File: config.mk
export PLATFORM = sky130hd
export DESIGN_NAME = pc_ctrl_flat
export DESIGN_NICKNAME = d
export VERILOG_FILES = /design/src/rtl/cpu_pkg.sv /design/src/rtl/pc_ctrl_if.sv /design/src/rtl/sat_counter.sv /design/src/rtl/pc_ctrl.sv /design/src/flat_wrapper.sv
export SDC_FILE = /design/constraint.sdc
export NUM_CORES = 1
export LEC_CHECK = 0
export ABC_AREA = 1
export CAP_MARGIN = 20
export CORE_MARGIN = 4
export CORE_UTILIZATION = 43
export DETAILED_ROUTE_END_ITERATION = 10
export GPL_TIMING_DRIVEN = 0
export PLACE_DENSITY_LB_ADDON = 0.25
export SLEW_MARGIN = 5
export SYNTH_ARGS = -nofsm -noshare
export SYNTH_HDL_FRONTEND = slang
export SYNTH_SLANG_ARGS = --single-unit
File: constraint.sdc
create_clock -name clk -period 1.4 [get_ports clk]
set_input_delay 0.28 -clock clk [delete_from_list [all_inputs] [get_ports clk]]
set_output_delay 0.28 -clock clk [all_outputs]
set_load 0.01 [all_outputs]
File: src/rtl/cpu_pkg.sv
// Shared types and default widths for the program-counter controller.
package cpu_pkg;

  localparam int unsigned PC_W_DEF  = 12;
  localparam int unsigned CNT_W_DEF = 16;

  typedef enum logic [1:0] {
    ST_IDLE   = 2'd0,
    ST_RUN    = 2'd1,
    ST_BUBBLE = 2'd2
  } pc_state_e;

endpackage

File: src/rtl/pc_ctrl_if.sv
// Control/status bundle between the sequencer (master) and pc_ctrl (slave).
interface pc_ctrl_if import cpu_pkg::*; #(
  parameter int unsigned PC_W  = PC_W_DEF,
  parameter int unsigned CNT_W = CNT_W_DEF
);

  logic             start;
  logic [PC_W-1:0]  start_addr;
  logic             branch_en;
  logic             cond;
  logic [PC_W-1:0]  target;
  logic             halt;
  logic             stall;
  logic [PC_W-1:0]  prog_ctr;
  logic             fetch_valid;
  logic             done;
  logic [CNT_W-1:0] cycle_cnt;
  logic             wrap_err;

  modport master (
    output start, start_addr, branch_en, cond, target, halt, stall,
    input  prog_ctr, fetch_valid, done, cycle_cnt, wrap_err
  );

  modport slave (
    input  start, start_addr, branch_en, cond, target, halt, stall,
    output prog_ctr, fetch_valid, done, cycle_cnt, wrap_err
  );

endinterface

File: src/rtl/sat_counter.sv
// Up-counter that sticks at all-ones; clear wins over enable.
module sat_counter #(
  parameter int unsigned WIDTH = 16
) (
  input  logic             clk,
  input  logic             clear,
  input  logic             enable,
  output logic [WIDTH-1:0] count
);

  // Count while enabled, stop at the maximum value.
  always_ff @(posedge clk) begin
    if (clear) begin
      count <= '0;
    end else if (enable && !(&count)) begin
      count <= count + WIDTH'(1);
    end
  end

endmodule

File: src/rtl/pc_ctrl.sv
// Program-counter controller: sequential fetch, taken branches with a one-cycle
// bubble, stall/halt handling, wrap detection and a saturating cycle counter.
module pc_ctrl import cpu_pkg::*; #(
  parameter int unsigned PC_W  = PC_W_DEF,
  parameter int unsigned CNT_W = CNT_W_DEF
) (
  input  logic    clk,
  input  logic    reset,
  pc_ctrl_if.slave bus
);

  pc_state_e        state;
  pc_state_e        state_nxt;
  logic             start_acc;
  logic             do_halt;
  logic             do_branch;
  logic             do_inc;
  logic [PC_W-1:0]  prog_ctr_q;
  logic             done_q;
  logic             wrap_q;
  logic [CNT_W-1:0] cnt;

  // State register.
  always_ff @(posedge clk) begin
    if (reset) begin
      state <= ST_IDLE;
    end else begin
      state <= state_nxt;
    end
  end

  // Next-state: stall beats halt beats taken branch; BUBBLE ignores all inputs.
  always_comb begin
    state_nxt = state;
    case (state)
      ST_IDLE: begin
        if (bus.start) state_nxt = ST_RUN;
      end
      ST_RUN: begin
        if (bus.stall)                      state_nxt = ST_RUN;
        else if (bus.halt)                  state_nxt = ST_IDLE;
        else if (bus.branch_en && bus.cond) state_nxt = ST_BUBBLE;
      end
      ST_BUBBLE: state_nxt = ST_RUN;
      default:   state_nxt = ST_IDLE;
    endcase
  end

  // Per-cycle datapath action, exactly one at most.
  always_comb begin
    start_acc = 1'b0;
    do_halt   = 1'b0;
    do_branch = 1'b0;
    do_inc    = 1'b0;
    case (state)
      ST_IDLE: start_acc = bus.start;
      ST_RUN: begin
        if (!bus.stall) begin
          if (bus.halt)                       do_halt   = 1'b1;
          else if (bus.branch_en && bus.cond) do_branch = 1'b1;
          else                                do_inc    = 1'b1;
        end
      end
      default: ;
    endcase
  end

  // Program counter, done and sticky wrap flag.
  always_ff @(posedge clk) begin
    if (reset) begin
      prog_ctr_q <= '0;
      done_q     <= 1'b0;
      wrap_q     <= 1'b0;
    end else if (start_acc) begin
      prog_ctr_q <= bus.start_addr;
      done_q     <= 1'b0;
      wrap_q     <= 1'b0;
    end else if (do_halt) begin
      done_q <= 1'b1;
    end else if (do_branch) begin
      prog_ctr_q <= bus.target;
    end else if (do_inc) begin
      prog_ctr_q <= prog_ctr_q + PC_W'(1);
      if (&prog_ctr_q) wrap_q <= 1'b1;
    end
  end

  // Cycles spent in RUN or BUBBLE, restarted by each accepted start.
  sat_counter #(
    .WIDTH (CNT_W)
  ) u_cycle_cnt (
    .clk    (clk),
    .clear  (reset | start_acc),
    .enable (state != ST_IDLE),
    .count  (cnt)
  );

  assign bus.prog_ctr    = prog_ctr_q;
  assign bus.fetch_valid = (state == ST_RUN) && !bus.stall;
  assign bus.done        = done_q;
  assign bus.cycle_cnt   = cnt;
  assign bus.wrap_err    = wrap_q;

endmodule

File: src/flat_wrapper.sv
// flat-port wrapper written by rule: the top's interface ports become plain ports
module pc_ctrl_flat import cpu_pkg::*;
#(
  parameter int unsigned PC_W  = PC_W_DEF,
  parameter int unsigned CNT_W = CNT_W_DEF
)
  (clk, reset, bus_start, bus_start_addr, bus_branch_en, bus_cond, bus_target, bus_halt, bus_stall, bus_prog_ctr, bus_fetch_valid, bus_done, bus_cycle_cnt, bus_wrap_err);
  pc_ctrl_if #(.PC_W(PC_W), .CNT_W(CNT_W)) bus_i ();
  input  logic clk;
  input  logic reset;
  input wire logic [$bits(bus_i.start)-1:0] bus_start;
  input wire logic [$bits(bus_i.start_addr)-1:0] bus_start_addr;
  input wire logic [$bits(bus_i.branch_en)-1:0] bus_branch_en;
  input wire logic [$bits(bus_i.cond)-1:0] bus_cond;
  input wire logic [$bits(bus_i.target)-1:0] bus_target;
  input wire logic [$bits(bus_i.halt)-1:0] bus_halt;
  input wire logic [$bits(bus_i.stall)-1:0] bus_stall;
  output wire logic [$bits(bus_i.prog_ctr)-1:0] bus_prog_ctr;
  output wire logic [$bits(bus_i.fetch_valid)-1:0] bus_fetch_valid;
  output wire logic [$bits(bus_i.done)-1:0] bus_done;
  output wire logic [$bits(bus_i.cycle_cnt)-1:0] bus_cycle_cnt;
  output wire logic [$bits(bus_i.wrap_err)-1:0] bus_wrap_err;
  assign bus_i.start = bus_start;
  assign bus_i.start_addr = bus_start_addr;
  assign bus_i.branch_en = bus_branch_en;
  assign bus_i.cond = bus_cond;
  assign bus_i.target = bus_target;
  assign bus_i.halt = bus_halt;
  assign bus_i.stall = bus_stall;
  assign bus_prog_ctr = bus_i.prog_ctr;
  assign bus_fetch_valid = bus_i.fetch_valid;
  assign bus_done = bus_i.done;
  assign bus_cycle_cnt = bus_i.cycle_cnt;
  assign bus_wrap_err = bus_i.wrap_err;
  pc_ctrl #(.PC_W(PC_W), .CNT_W(CNT_W)) u_core (.clk(clk), .reset(reset), .bus(bus_i));
endmodule
==> results.md, run 1 <==
- The flow ran to the end, and the final reports show no timing, DRC or antenna violations.
- The count of antenna-violating nets left after detailed routing is 0.
- The simple-gate portion of the synthesized area is 0.382.
- The first global-routing pass estimated about 10000 um of wire.
- By area, the combinational part of the netlist is dominated by simple AND/OR/NAND/NOR gates.
- The area growth from synthesis to layout is 52.1%.
- The mapped netlist covers roughly 0.0021 mm^2.
- The overall die area is between 0.006 and 0.007 mm^2.
- The wire length reported by the detailed router is roughly 6300 um.
- The largest fanout of any net on the critical path is 10.
- Port buffering added slightly above 60 buffers.
- After global routing the overflow that remains totals 0.
- Measured against its own limit, the worst slew margin works out to 0.613.
- The maximum number of pins on one net before global-route repair is 11.
- Clock-pin slew was measured on the worst setup and hold paths at approximately 80 ps.
- The total inserted antenna cells is 0.
- In the layout the commonest cells are 93 x sky130_fd_sc_hd__nand2_1, 31 x sky130_fd_sc_hd__inv_1, 30 x sky130_fd_sc_hd__dlygate4sd2_1.
- For the worst setup path, the data arrival time is between 1500 and 2000 ps.
- The number of cell rows is 25.
- After detailed routing, the average wire length per cell comes to 13.3 um.
- The portion of synthesized area spent on multiplexers is 0.
- The worst setup path is launched from a register.
- Of the post-synthesis cell area, the dominant cell type holds 0.303.
- For this design the ratio of total power to cell area is between 700 and 800 mW/mm^2.
- The weighted congestion at the end of routability-driven global placement is about 0.96.
- The TritonCTS buffer count is 5.
- Max-cap violations in this run came to 0.
- The largest area contributor in the netlist is sky130_fd_sc_hd__dfxtp_1.
- The core area is ~0.0048 mm^2.
- The net count of the finished layout is between 400 and 500.
- The number of different library cells used by synthesis comes to 31.
- For this design the static power due to leakage is 0.00142 uW.
- The synthesized area divided by synthesized cell count is 6.44 um^2.
- Dividing the detail-routed via count by the number of cells gives about 5.
- The total global-route track usage is 0.203.
- The count of yosys warnings during synthesis is 0.
- The number of global-route vias before repair was between 2000 and 2500.
- The detailed router finished its first iteration with ~230 violations.
- The post-synthesis compound-gate area fraction is 0.158.
- Counting along the longest clock path gives a buffer depth of 2.
- The TritonCTS clock tree is yes.
- CTS placed an instance of sky130_fd_sc_hd__clkbuf_8 at the clock tree root.
- Across all hold checks on the routed design, the worst slack comes to about 340 ps.
- The worst supply voltage drop on vdd is approximately 530 uV.
- The fraction of registers with async set/reset is 0.
- Setup repair after global routing could not meet its margin everywhere.
- The post-DP HPWL is between 4000 and 5000 um.
- The total power is about 2500 uW.
- At the pin with the least slew margin, the transition time is a little under 600 ps.
- The critical path data required time is around 1600 ps.
- The accumulated negative setup slack is 0 ps.
- The H-tree generated during clock tree synthesis spans 2 levels.
- Detailed routing inserted a total of 2393 vias.
- The critical path in this run is classified as reg -> reg.
- The part of the Yosys area used for sequential elements is 0.303.
- Counting every instance in the synthesized netlist gives around 330.
- The area share of xor/xnor cells in the synthesized design is 0.0414.
- The worst slack after detailed placement is -432 ps.
- For this design, the CTS-stage hold fixing added 0 buffers.
- The count of pins over their slew limit is 0.
- The floorplan step set the die height to between 70 and 80 um.
- The number of antenna violations at the first check in global routing was 0.
- Synthesis inferred 32 register bits.
- The later pin in the worst-skew pair is clocked with a latency of 290 ps.
- The floorplan step set the die width to 78.1 um.
- The post-place instance area is around 0.0028 mm^2.
- The setup slack of the critical path after layout is between 7 and 8 ps.
- The post-detailed-route DRC marker count is 0.
- The initial utilization of the core area, before any placement, comes to 0.444.
- The area share of fa/ha/maj cells after synthesis is 0.0118.
- In this run the count of I/O pins placed on the die edge is 62.
- The type of the most critical hold path is in -> reg.
- The count of final setup violators is 0.
- The fraction of final layout cells sized beyond drive strength 1 is 0.265.
- For this run, the top clock speed supported by timing is a little over 700 MHz.
- The post-route clock skew is 10.2 ps.
- The portion of the clock cycle consumed by the worst path in the final layout is 0.994.
- The total nets after synthesis is roughly 360.
- The category of the worst setup path capture point is a register.
- The library cell used most frequently in the layout, excluding fill and tap cells, is sky130_fd_sc_hd__nand2_1.
- The most instantiated flip-flop cell in the synthesis netlist is sky130_fd_sc_hd__dfxtp_1.
- The design area is approximately 0.0032 mm^2.
- By area the synthesized netlist is led by sky130_fd_sc_hd__dfxtp_1 30%, sky130_fd_sc_hd__nand2_1 17%, sky130_fd_sc_hd__inv_1 6.2%.
- The final critical path time including I/O delays and setup is roughly 1400 ps.
- The TritonCTS sink count is 32.
- The number of endpoints with negative hold slack in the final report is 0.
- The number of synthesized flops with an enable pin is 0.
- The first-pass detailed-route iteration total is 4.
==> logic make-up after synthesis <==
group	Yosys count
flops	32
buf+inv	50
simple gates	177
compound gates	57
fa+ha+maj	2
xor+xnor	10
==> state kept, by name, indices dropped and copies added, names as in the netlist <==
signal,flops
u_core.u_cycle_cnt.count,16
u_core.bus.prog_ctr,12
u_core.state,2
u_core.bus.done,1
u_core.bus.wrap_err,1
==> final cells by class <==
cell class | count | area (um^2)
flip-flops and latches | 32 | 687
multi-input cells | 246 | 1380
repair buffers | 75 | 701
clock inverters | 2 | 35.0
clock buffers | 6 | 72.6
inverters | 42 | 168
well taps | 67 | 83.8
plain buffers | 8 | 90.1
fillers | 422 | 1540
==> power by group <==
part	switching (uW)	internal [uW]	leakage, uW
combinational	294	275	0.00109
sequential	55.1	947	0.000273
clock	369	529	0.0000552
total	717	1750	0.00142
==> stage by stage <==
stage          cells   util
2_1_floorplan    328      -
3_3_place_gp     456  0.595
3_5_place_dp     456  0.595
4_1_cts          469  0.625
5_1_grt          478  0.676
6_report         478  0.676
==> critical path: stages (launching register included) <==
cell                      delay [ps]
sky130_fd_sc_hd__dfxtp_4         380
sky130_fd_sc_hd__ha_4            150
sky130_fd_sc_hd__nand3_4         100
sky130_fd_sc_hd__nor2_4          110
sky130_fd_sc_hd__nand3_2          90
sky130_fd_sc_hd__nand2_4         110
sky130_fd_sc_hd__buf_8           150
sky130_fd_sc_hd__nand2_1          70
sky130_fd_sc_hd__a21oi_2         140
==> cell usage after synthesis, drive strengths merged (4+ instances only) <==
master and instances:
xor2 7, nor3 7, nand2 105, o21ai 21, nor2 34, buf 6, inv 42, a21oi 29
dfxtp 32, nand4 4, nand3 27
==> layer usage <==
layer / wire length [um] / track usage / vias up
met3: 459 / 0.0413 / 7
met5: 0 / 0 / -
li1: - / - / 1217
met2: 3010 / 0.328 / 83
met1: 2810 / 0.276 / 1086
met4: 58 / 0.0507 / 0
==> what timing repair did <==
action,4_1_cts,5_1_grt
pin swaps,2,8
buffers inserted,5,8
gates cloned,0,1
setup endpoints to repair,59,31
gates resized for setup,53,65
==> worst paths after layout <==
check | slack (ps) | start | cells past startpoint | endpoint
worst min-delay path | 340 | bus_halt | 3 | u_core.bus.done
worst min register to register | 460 | u_core.bus.done | 2 | u_core.bus.done
worst max register to register | 8 | u_core.u_cycle_cnt.count[0] | 8 | u_core.u_cycle_cnt.count[8]
worst max-delay path | 8 | u_core.u_cycle_cnt.count[0] | 8 | u_core.u_cycle_cnt.count[8]
Note: power is estimated with default switching activity, not from simulation.
==> run 2: changes to the inputs <==
--- a/config.mk
+++ b/config.mk
@@ -7,8 +7,7 @@
 export LEC_CHECK = 0
 export ABC_AREA = 1
 export CAP_MARGIN = 20
-export CORE_MARGIN = 4
-export CORE_UTILIZATION = 43
+export CORE_UTILIZATION = 51
 export DETAILED_ROUTE_END_ITERATION = 10
 export GPL_TIMING_DRIVEN = 0
 export PLACE_DENSITY_LB_ADDON = 0.25
==> constraint.sdc (replaced) <==
create_clock -name clk -period 1.7 [get_ports clk]
set_input_delay 0.34 -clock clk [delete_from_list [all_inputs] [get_ports clk]]
set_output_delay 0.34 -clock clk [all_outputs]
set_load 0.01 [all_outputs]
==> run 2 against run 1 <==
Register-to-register slack gained 120 ps. Clock skew shrank 6.8 ps. Largest cell class unchanged. Utilization grew 5.2 points. Cell count shrank 6.5%.
==> results.md, run 2 (synthesis gave the netlist of run 1 again) <==
- Status: complete, no violations (unchanged).
- The count of antenna-violating nets left after detailed routing is 0 (unchanged).
- The total inserted antenna cells is 0 (unchanged).
- The count of pins over their slew limit is 0 (unchanged).
- Of the available clock period, the critical path in the final layout requires 0.967.
- The worst slack after detailed placement came to -235 ps (was -432 ps).
- The TritonCTS buffer count is 5 (unchanged).
- The worst hold path depth is 1 (was 3).
- The fraction of power consumed by the clock network is 0.334 (was 0.364).
- The category of the worst setup path capture point is an output port (was register).
- Derived from the worst setup path, the maximum achievable clock frequency is between 600 and 700 MHz.
- The wire length reported by the detailed router is 5570 um (was 6340 um).
- The register with the highest flop count is u_core.u_cycle_cnt.count (unchanged).
- The count of maximum capacitance violations is 0 (unchanged).
- The hold-fix buffer count after cts is 0 (unchanged).
- The flip-flop count of the largest register after layout came to 16 (unchanged).
- The worst reg-to-reg setup slack is 130 ps (was 8 ps).
- The worst supply voltage drop on vdd is 485 uV (was 530 uV).
- The post-synthesis to final-layout area growth is 37.8% (was 52.1%).
- The total number of vias is 2335 (was 2393).
- Worst path cell trace: clkdlybuf4s50_1 (was ha_4 > nand3_4 > nor2_4 > nand3_2 > nand2_4 > buf_8 > nand2_1 > a21oi_2).
- The post-DP HPWL is 4100 um (was 4320 um).
- The total buffers and inverters traversed by the critical path is 1 (unchanged).
- The type of the most critical hold path is reg -> reg (was in -> reg).
- The number of cell rows is 23 (was 25).
- The cell with the largest stage delay on the worst path is sky130_fd_sc_hd__clkdlybuf4s50_1 (was sky130_fd_sc_hd__dfxtp_4).
- The critical register-to-register path startpoint is u_core.u_cycle_cnt.count[1] (was u_core.u_cycle_cnt.count[0]).
- The type of the worst setup path is reg -> out (was reg -> reg).
- The areal power density over the cells came to 637 mW/mm^2 (was 768 mW/mm^2).
- The power dissipated by switching net loads is 542 uW (was 717 uW).
- The mean routed wirelength per cell is 12.5 um (was 13.3 um).
- The first-iteration detailed-routing DRC count is 210 (was 234).
- The TritonCTS sink count is 32 (unchanged).
- The startpoint of the most critical setup path is u_core.bus.prog_ctr[5] (was u_core.u_cycle_cnt.count[0]).
- The library cell used as clock root buffer is sky130_fd_sc_hd__clkbuf_8 (unchanged).
- The core area is 0.00400 mm^2 (was 0.00475 mm^2).
- The post-route clock skew is 3.37 ps (was 10.2 ps).
- The accumulated negative setup slack is 0 ps (unchanged).
- The first-pass detailed-route iteration total is 4 (unchanged).
- The weighted congestion at the end of routability-driven global placement is 0.929 (was 0.962).
- The cell leakage power came to 0.00114 uW (was 0.00142 uW).
- The data arrival time at the worst-slack endpoint was 1300 ps (was 1600 ps).
- The sequential power share was 0.446 (was 0.406).
- The count of cells along the worst register-to-register path came to 9 (was 8).
- The worst hold-check slack came to 490 ps (was 344 ps).
- The hold path endpoint is u_core.bus.wrap_err (was u_core.bus.done).
- The clock slew seen by the registers of the worst setup and hold paths is 70 ps (was 80 ps).
- The fraction of final layout cells sized beyond drive strength 1 is 0.139 (was 0.265).
- The total overflow reported by the global router was 0 (unchanged).
- Highest-count cells in the layout ignoring fill and taps: 98 x sky130_fd_sc_hd__nand2_1, 60 x sky130_fd_sc_hd__clkdlybuf4s50_1, 34 x sky130_fd_sc_hd__inv_1 (was 93 x sky130_fd_sc_hd__nand2_1, 31 x sky130_fd_sc_hd__inv_1, 30 x sky130_fd_sc_hd__dlygate4sd2_1).
- The top-level I/O count came to 62 (unchanged).
- The deepest clock path buffer count came to 2 (unchanged).
- The number of antenna violations at the first check in global routing came to 0 (unchanged).
- The portion of total power attributed to combinational logic came to 0.220 (was 0.230).
- The largest fanout of any net on the critical path was 6 (was 10).
- The relative slew slack came to 0.646 (was 0.613).
- The number of nets at the end of the flow is 429 (was 443).
- The critical path data required time is 1360 ps (was 1610 ps).
- The most common cell after layout, fill and taps aside is sky130_fd_sc_hd__nand2_1 (unchanged).
- The worst path in the final design needs a cycle of between 1500 and 2000 ps, including I/O delays and setup.
- The switching power as a share of total power is 0.292 (was 0.291).
- The post-detailed-route DRC marker count came to 0 (unchanged).
- The floorplan die height is 66.4 um (was 78.1 um).
- The width of the die is 66.4 um (was 78.1 um).
- The largest delay contributor family on the critical path is buffers and inverters (was simple AND/OR/NAND/NOR gates).
- The cell internal power dissipation is 1310 uW (was 1750 uW).
- The kind of start point of the critical path is a register (unchanged).
- The number of endpoints with negative hold slack in the final report is 0 (unchanged).
- The number of buffers added on ports is 61 (unchanged).
- The number of setup buffers added after CTS is 0 (was 5).
- The number of H-tree levels was 2 (unchanged).
- The insertion delay of the later-clocked pin in the worst-skew pair is 290 ps (about the same).
- The endpoint of the worst register-to-register path is u_core.u_cycle_cnt.count[11] (was u_core.u_cycle_cnt.count[8]).
- The total global-route track usage is 0.269 (was 0.203).
- The first-pass GRT wire length is 8900 um (was 9990 um).
- The maximum number of pins on one net before global-route repair is 11 (unchanged).
- The startpoint of the most critical hold path is u_core.bus.wrap_err (was bus_halt).
- RSZ-0062 raised after global routing: no (was yes).
- The overall die area is 0.00440 mm^2 (was 0.00610 mm^2).
- The detailed-route vias per instance is 5.22 (was 5.01).
- The starting density of the core is 0.528 (was 0.444).
- The TritonCTS clock tree is yes (unchanged).
- The number of global-route vias before repair came to 1949 (was 2143).
- The setup slack of the critical path after layout is 56.6 ps (was 7.71 ps).
- The largest incremental delay on the critical path came to 570 ps (was 380 ps).
- The count of final setup violators came to 0 (unchanged).
- The actual transition at the worst max-transition pin was 531 ps (was 580 ps).
-- run 2: how the worst max path moves through the flow --
stage                                   endpoint  slack (ps)  cells after the start
floorplan           u_core.u_cycle_cnt.count[10]         150                      9
global placement                 bus_fetch_valid        -250                      3
finish                           bus_prog_ctr[5]          60                      1
CTS                 u_core.u_cycle_cnt.count[13]          20                      9
global route             u_core.bus.prog_ctr[10]           9                      7
detailed placement               bus_fetch_valid        -230                      3
-- run 2: metrics by stage --
| step | area (um^2) | power, uW | utilization | instances |
|---|---|---|---|---|
| after floorplan | 2110 | 1050 | - | 328 |
| after global placement | 2790 | 1240 | 0.697 | 439 |
| after detailed placement | 2790 | 1250 | 0.697 | 439 |
| after CTS | 2880 | 1860 | 0.721 | 447 |
| after global routing | 2910 | 1950 | 0.728 | 447 |
| final | 2910 | 1860 | 0.728 | 447 |
-- run 2: worst reg2reg max path: stages (launching register included) --
cell,delay [ps]
sky130_fd_sc_hd__dfxtp_2,390
sky130_fd_sc_hd__ha_4,180
sky130_fd_sc_hd__nand3_2,140
sky130_fd_sc_hd__nor2_4,180
sky130_fd_sc_hd__nand3_2,90
sky130_fd_sc_hd__nand2_4,130
sky130_fd_sc_hd__inv_2,70
sky130_fd_sc_hd__buf_6,140
sky130_fd_sc_hd__nand2_1,80
sky130_fd_sc_hd__a21oi_2,50
-- run 2: area by class of cell --
class	instances	area (um^2)
buffer	8	65.1
inverter	42	158
fill	357	1090
multi-input combinational	246	1280
sequential	32	647
timing repair buffer	61	609
tap	50	62.6
clock buffer	8	90.1
-- run 2: power groups by stage --
stage                     Combinational, uW  Sequential (uW)  Clock (uW)
after global placement                  398              841           0
after global routing                    458              833         655
after CTS                               407              826         626
after floorplan                         209              846           0
final                                   408              828         619
after detailed placement                406              841           0
-- run 2: what timing repair did --
| item | CTS | global route |
|---|---|---|
| endpoints found under the setup margin | 12 | 23 |
| pin swaps | 0 | 1 |
| gates resized for setup | 4 | 9 |
-- run 2: metal layers --
layer  share of wire  vias to the layer above  track usage  wire length (um)
met5               0                        -            0                 0
met4           0.011                        0        0.106                63
met3           0.071                        7       0.0431               398
met2            0.44                       93        0.401              2460
met1            0.47                     1053        0.382              2640
li1                -                     1182            -                 -
==> run 3: changes to the inputs <==
--- a/config.mk
+++ b/config.mk
@@ -7,11 +7,11 @@
 export LEC_CHECK = 0
 export ABC_AREA = 1
 export CAP_MARGIN = 20
-export CORE_UTILIZATION = 51
+export CORE_UTILIZATION = 48
 export DETAILED_ROUTE_END_ITERATION = 10
 export GPL_TIMING_DRIVEN = 0
 export PLACE_DENSITY_LB_ADDON = 0.25
-export SLEW_MARGIN = 5
+export SLEW_MARGIN = 20
 export SYNTH_ARGS = -nofsm -noshare
 export SYNTH_HDL_FRONTEND = slang
 export SYNTH_SLANG_ARGS = --single-unit
==> constraint.sdc (replaced) <==
create_clock -name clk -period 1.6 [get_ports clk]
set_input_delay 0.32 -clock clk [delete_from_list [all_inputs] [get_ports clk]]
set_output_delay 0.32 -clock clk [all_outputs]
set_load 0.01 [all_outputs]
==> run 3 against run 2 <==
Critical path depth stayed put. Worst setup slack worse by 49 ps. Via count is 0.47% higher. Routed wire length is 8.0% higher. Die area is 6.1% higher. Non-clock buffer count is 3 higher. Register-to-register slack worse by 40 ps. First-iteration DRC count is 30% higher. Count of clock-buffer cells in the layout stayed put. Utilization is 0.061 points lower. Power is 8.0% higher. Critical path type unchanged. Largest power group unchanged. Highest routed layer unchanged.
==> results.md, run 3 (synthesis gave the netlist of run 1 again) <==
- Status: complete, no violations (unchanged).
- The relative slew slack is 0.644 (was 0.646).
- Highest-count cells in the layout ignoring fill and taps: 98 x sky130_fd_sc_hd__nand2_1, 56 x sky130_fd_sc_hd__clkdlybuf4s50_1, 34 x sky130_fd_sc_hd__inv_1 (was 98 x sky130_fd_sc_hd__nand2_1, 60 x sky130_fd_sc_hd__clkdlybuf4s50_1, 34 x sky130_fd_sc_hd__inv_1).
- The number of buffers added on ports came to 61 (unchanged).
- The fraction of power consumed by the clock network is 0.329 (was 0.334).
- The kind of start point of the critical path is a register (unchanged).
- The fraction of final layout cells sized beyond drive strength 1 is 0.195 (was 0.139).
- The post-synthesis to final-layout area growth came to 41.7% (was 37.8%).
- The deepest clock path buffer count is 2 (unchanged).
- The post-DP HPWL is 4270 um (was 4100 um).
- The total global-route track usage came to 0.269 (about the same).
- The number of H-tree levels is 2 (unchanged).
- The count of pins over their slew limit is 0 (unchanged).
- The critical path data required time is 1280 ps (was 1360 ps).
- The mean routed wirelength per cell is 13.4 um (was 12.5 um).
- The core area is 0.00412 mm^2 (was 0.00400 mm^2).
- The count of antenna-violating nets left after detailed routing was 0 (unchanged).
- The design area came to 0.00299 mm^2 (was 0.00291 mm^2).
- The register with the highest flop count is u_core.u_cycle_cnt.count (unchanged).
- The type of the worst setup path is reg -> out (unchanged).
- The utilization of the core after routing was 0.728 (about the same).
- The largest incremental delay on the critical path came to 570 ps (about the same).
- The power dissipated by switching net loads was 592 uW (was 542 uW).
- The number of placed instances, taps included is 439 (unchanged).
- The total power is 2000 uW (was 1860 uW).
- The TritonCTS clock tree is yes (unchanged).
- The accumulated negative setup slack is 0 ps (unchanged).
- The overall die area is 0.00467 mm^2 (was 0.00440 mm^2).
- The cell leakage power is 0.00123 uW (was 0.00114 uW).
- The number of endpoints with negative hold slack in the final report was 0 (unchanged).
- The width of the die is 68.4 um (was 66.4 um).
- The count of final setup violators is 0 (unchanged).
- The floorplan die height is 68.4 um (was 66.4 um).
- The number of global-route vias before repair is 2087 (was 1949).
- The count of maximum capacitance violations was 0 (unchanged).
- The maximum number of pins on one net before global-route repair was 11 (unchanged).
- The total overflow reported by the global router is 0 (unchanged).
- The areal power density over the cells is 669 mW/mm^2 (was 637 mW/mm^2).
- The final instance count without filler cells was 450 (was 447).
- The switching power as a share of total power is 0.296 (was 0.292).
- The number of antenna violations at the first check in global routing is 0 (unchanged).
- The post-route clock skew is 8.04 ps (was 3.37 ps).
- The total buffers and inverters traversed by the critical path was 1 (unchanged).
- The insertion delay of the later-clocked pin in the worst-skew pair is 290 ps (about the same).
- The flip-flop count of the largest register after layout is 16 (unchanged).
- The first-pass GRT wire length is 9310 um (was 8900 um).
- The number of nets at the end of the flow was 432 (was 429).
- The clock slew seen by the registers of the worst setup and hold paths is 70 ps (about the same).
- The most common cell after layout, fill and taps aside is sky130_fd_sc_hd__nand2_1 (unchanged).
- The portion of total power attributed to combinational logic is 0.229 (was 0.220).
- The first-pass detailed-route iteration total is 5 (was 4).
- The worst supply voltage drop on vdd came to 494 uV (was 485 uV).
- The total inserted antenna cells is 0 (unchanged).
- Of the available clock period, the critical path in the final layout requires 0.995.
- The post-place instance area is 0.00279 mm^2 (unchanged).
- The starting density of the core is 0.514 (was 0.528).
- The detailed-route vias per instance came to 5.21 (was 5.22).
- The number of cell rows was 23 (unchanged).
- Worst path cell trace: clkdlybuf4s50_1 (unchanged).
- The TritonCTS buffer count is 5 (unchanged).
- The hold-fix buffer count after cts is 0 (unchanged).
- The sequential power share came to 0.442 (was 0.446).
- The post-detailed-route DRC marker count is 0 (unchanged).
- The largest delay contributor family on the critical path is buffers and inverters (unchanged).
- The data arrival time at the worst-slack endpoint was 1270 ps (was 1300 ps).
- The TritonCTS sink count came to 32 (unchanged).
- The wire length reported by the detailed router is 6020 um (was 5570 um).
- The library cell used as clock root buffer is sky130_fd_sc_hd__clkbuf_8 (unchanged).
- The actual transition at the worst max-transition pin is 534 ps (was 531 ps).
- For this run, the top clock speed supported by timing is 628 MHz.
- The cell with the largest stage delay on the worst path is sky130_fd_sc_hd__clkdlybuf4s50_1 (unchanged).
- The first-iteration detailed-routing DRC count is 272 (was 210).
- The cell internal power dissipation is 1410 uW (was 1310 uW).
- The top-level I/O count is 62 (unchanged).
- The type of the most critical hold path is reg -> reg (unchanged).
- The fill cell total of the finished layout is 347 (was 357).
- The total number of vias is 2346 (was 2335).
- The clock period could shrink to 1590 ps.
- The largest fanout of any net on the critical path is 4 (was 6).
- The category of the worst setup path capture point is an output port (unchanged).
- The weighted congestion at the end of routability-driven global placement was 0.925 (was 0.929).
==> run 3: cell count changes in the layout (fill, tap and decap cells not counted), sizes merged <==
| cell | delta |
|---|---|
| buf | +4 |
| clkdlybuf4s50 | -4 |
| clkbuf | -1 |
| dlymetal6s2s | +4 |
==> run 3: layout make-up <==
cell class | instances | area [um^2] | area share
multi-input cells | 246 | 1300 | 0.434
flip-flops and latches | 32 | 671 | 0.224
repair buffers | 64 | 642 | 0.214
inverters | 42 | 160 | 0.0535
clock buffers | 8 | 90.1 | 0.0301
plain buffers | 8 | 70.1 | 0.0234
well taps | 50 | 62.6 | 0.0209
==> run 3: path summary, 6_finish.rpt <==
kind	startpoint	to	slack, ps	cells after the start
min	u_core.u_cycle_cnt.count[5]	u_core.u_cycle_cnt.count[5]	490	2
max reg2reg	u_core.u_cycle_cnt.count[0]	u_core.u_cycle_cnt.count[10]	90	9
max	u_core.u_cycle_cnt.count[15]	bus_cycle_cnt[15]	8	1
min reg2reg	u_core.u_cycle_cnt.count[5]	u_core.u_cycle_cnt.count[5]	490	2
==> run 3: power by group through the flow <==
| stage | clock, uW | sequential [uW] | combinational, uW |
|---|---|---|---|
| after global routing | 694 | 890 | 507 |
| after detailed placement | 0 | 895 | 431 |
| after global placement | 0 | 893 | 425 |
| after CTS | 658 | 882 | 435 |
| after floorplan | 0 | 899 | 222 |
| final | 659 | 885 | 459 |
==> run 3: through the flow <==
step                      hold WS, ps  setup slack (ps)
final                             488              7.69
after global routing              519             -25.7
after CTS                         499              1.83
after detailed placement          483              -310
after global placement            448              -316
after floorplan                   389              53.0
==> run 3: routing by layer <==
| layer | part of all wire | vias to the layer above | global-route usage |
|---|---|---|---|
| li1 | - | 1186 | - |
| met3 | 0.072 | 9 | 0.0500 |
| met1 | 0.46 | 1052 | 0.361 |
| met2 | 0.45 | 99 | 0.431 |
| met4 | 0.013 | 0 | 0.0833 |
| met5 | 0 | - | 0 |
==> run 3: worst reg2reg max path, cell delays in order (launching register included) <==
cell and delay [ps]:
sky130_fd_sc_hd__dfxtp_4 400, sky130_fd_sc_hd__ha_4 180, sky130_fd_sc_hd__nand3_2 140, sky130_fd_sc_hd__nor2_4 140, sky130_fd_sc_hd__nand3_2 90, sky130_fd_sc_hd__nand2_4 120
sky130_fd_sc_hd__inv_2 70, sky130_fd_sc_hd__buf_6 140, sky130_fd_sc_hd__nand2_1 80, sky130_fd_sc_hd__a21oi_2 50
==> run 3: repair_timing <==
item / in CTS / in global routing
resized for setup: 14 / 30
endpoints found under the setup margin: 27 / 40
setup buffers: 0 / 3
pin swaps: 0 / 3
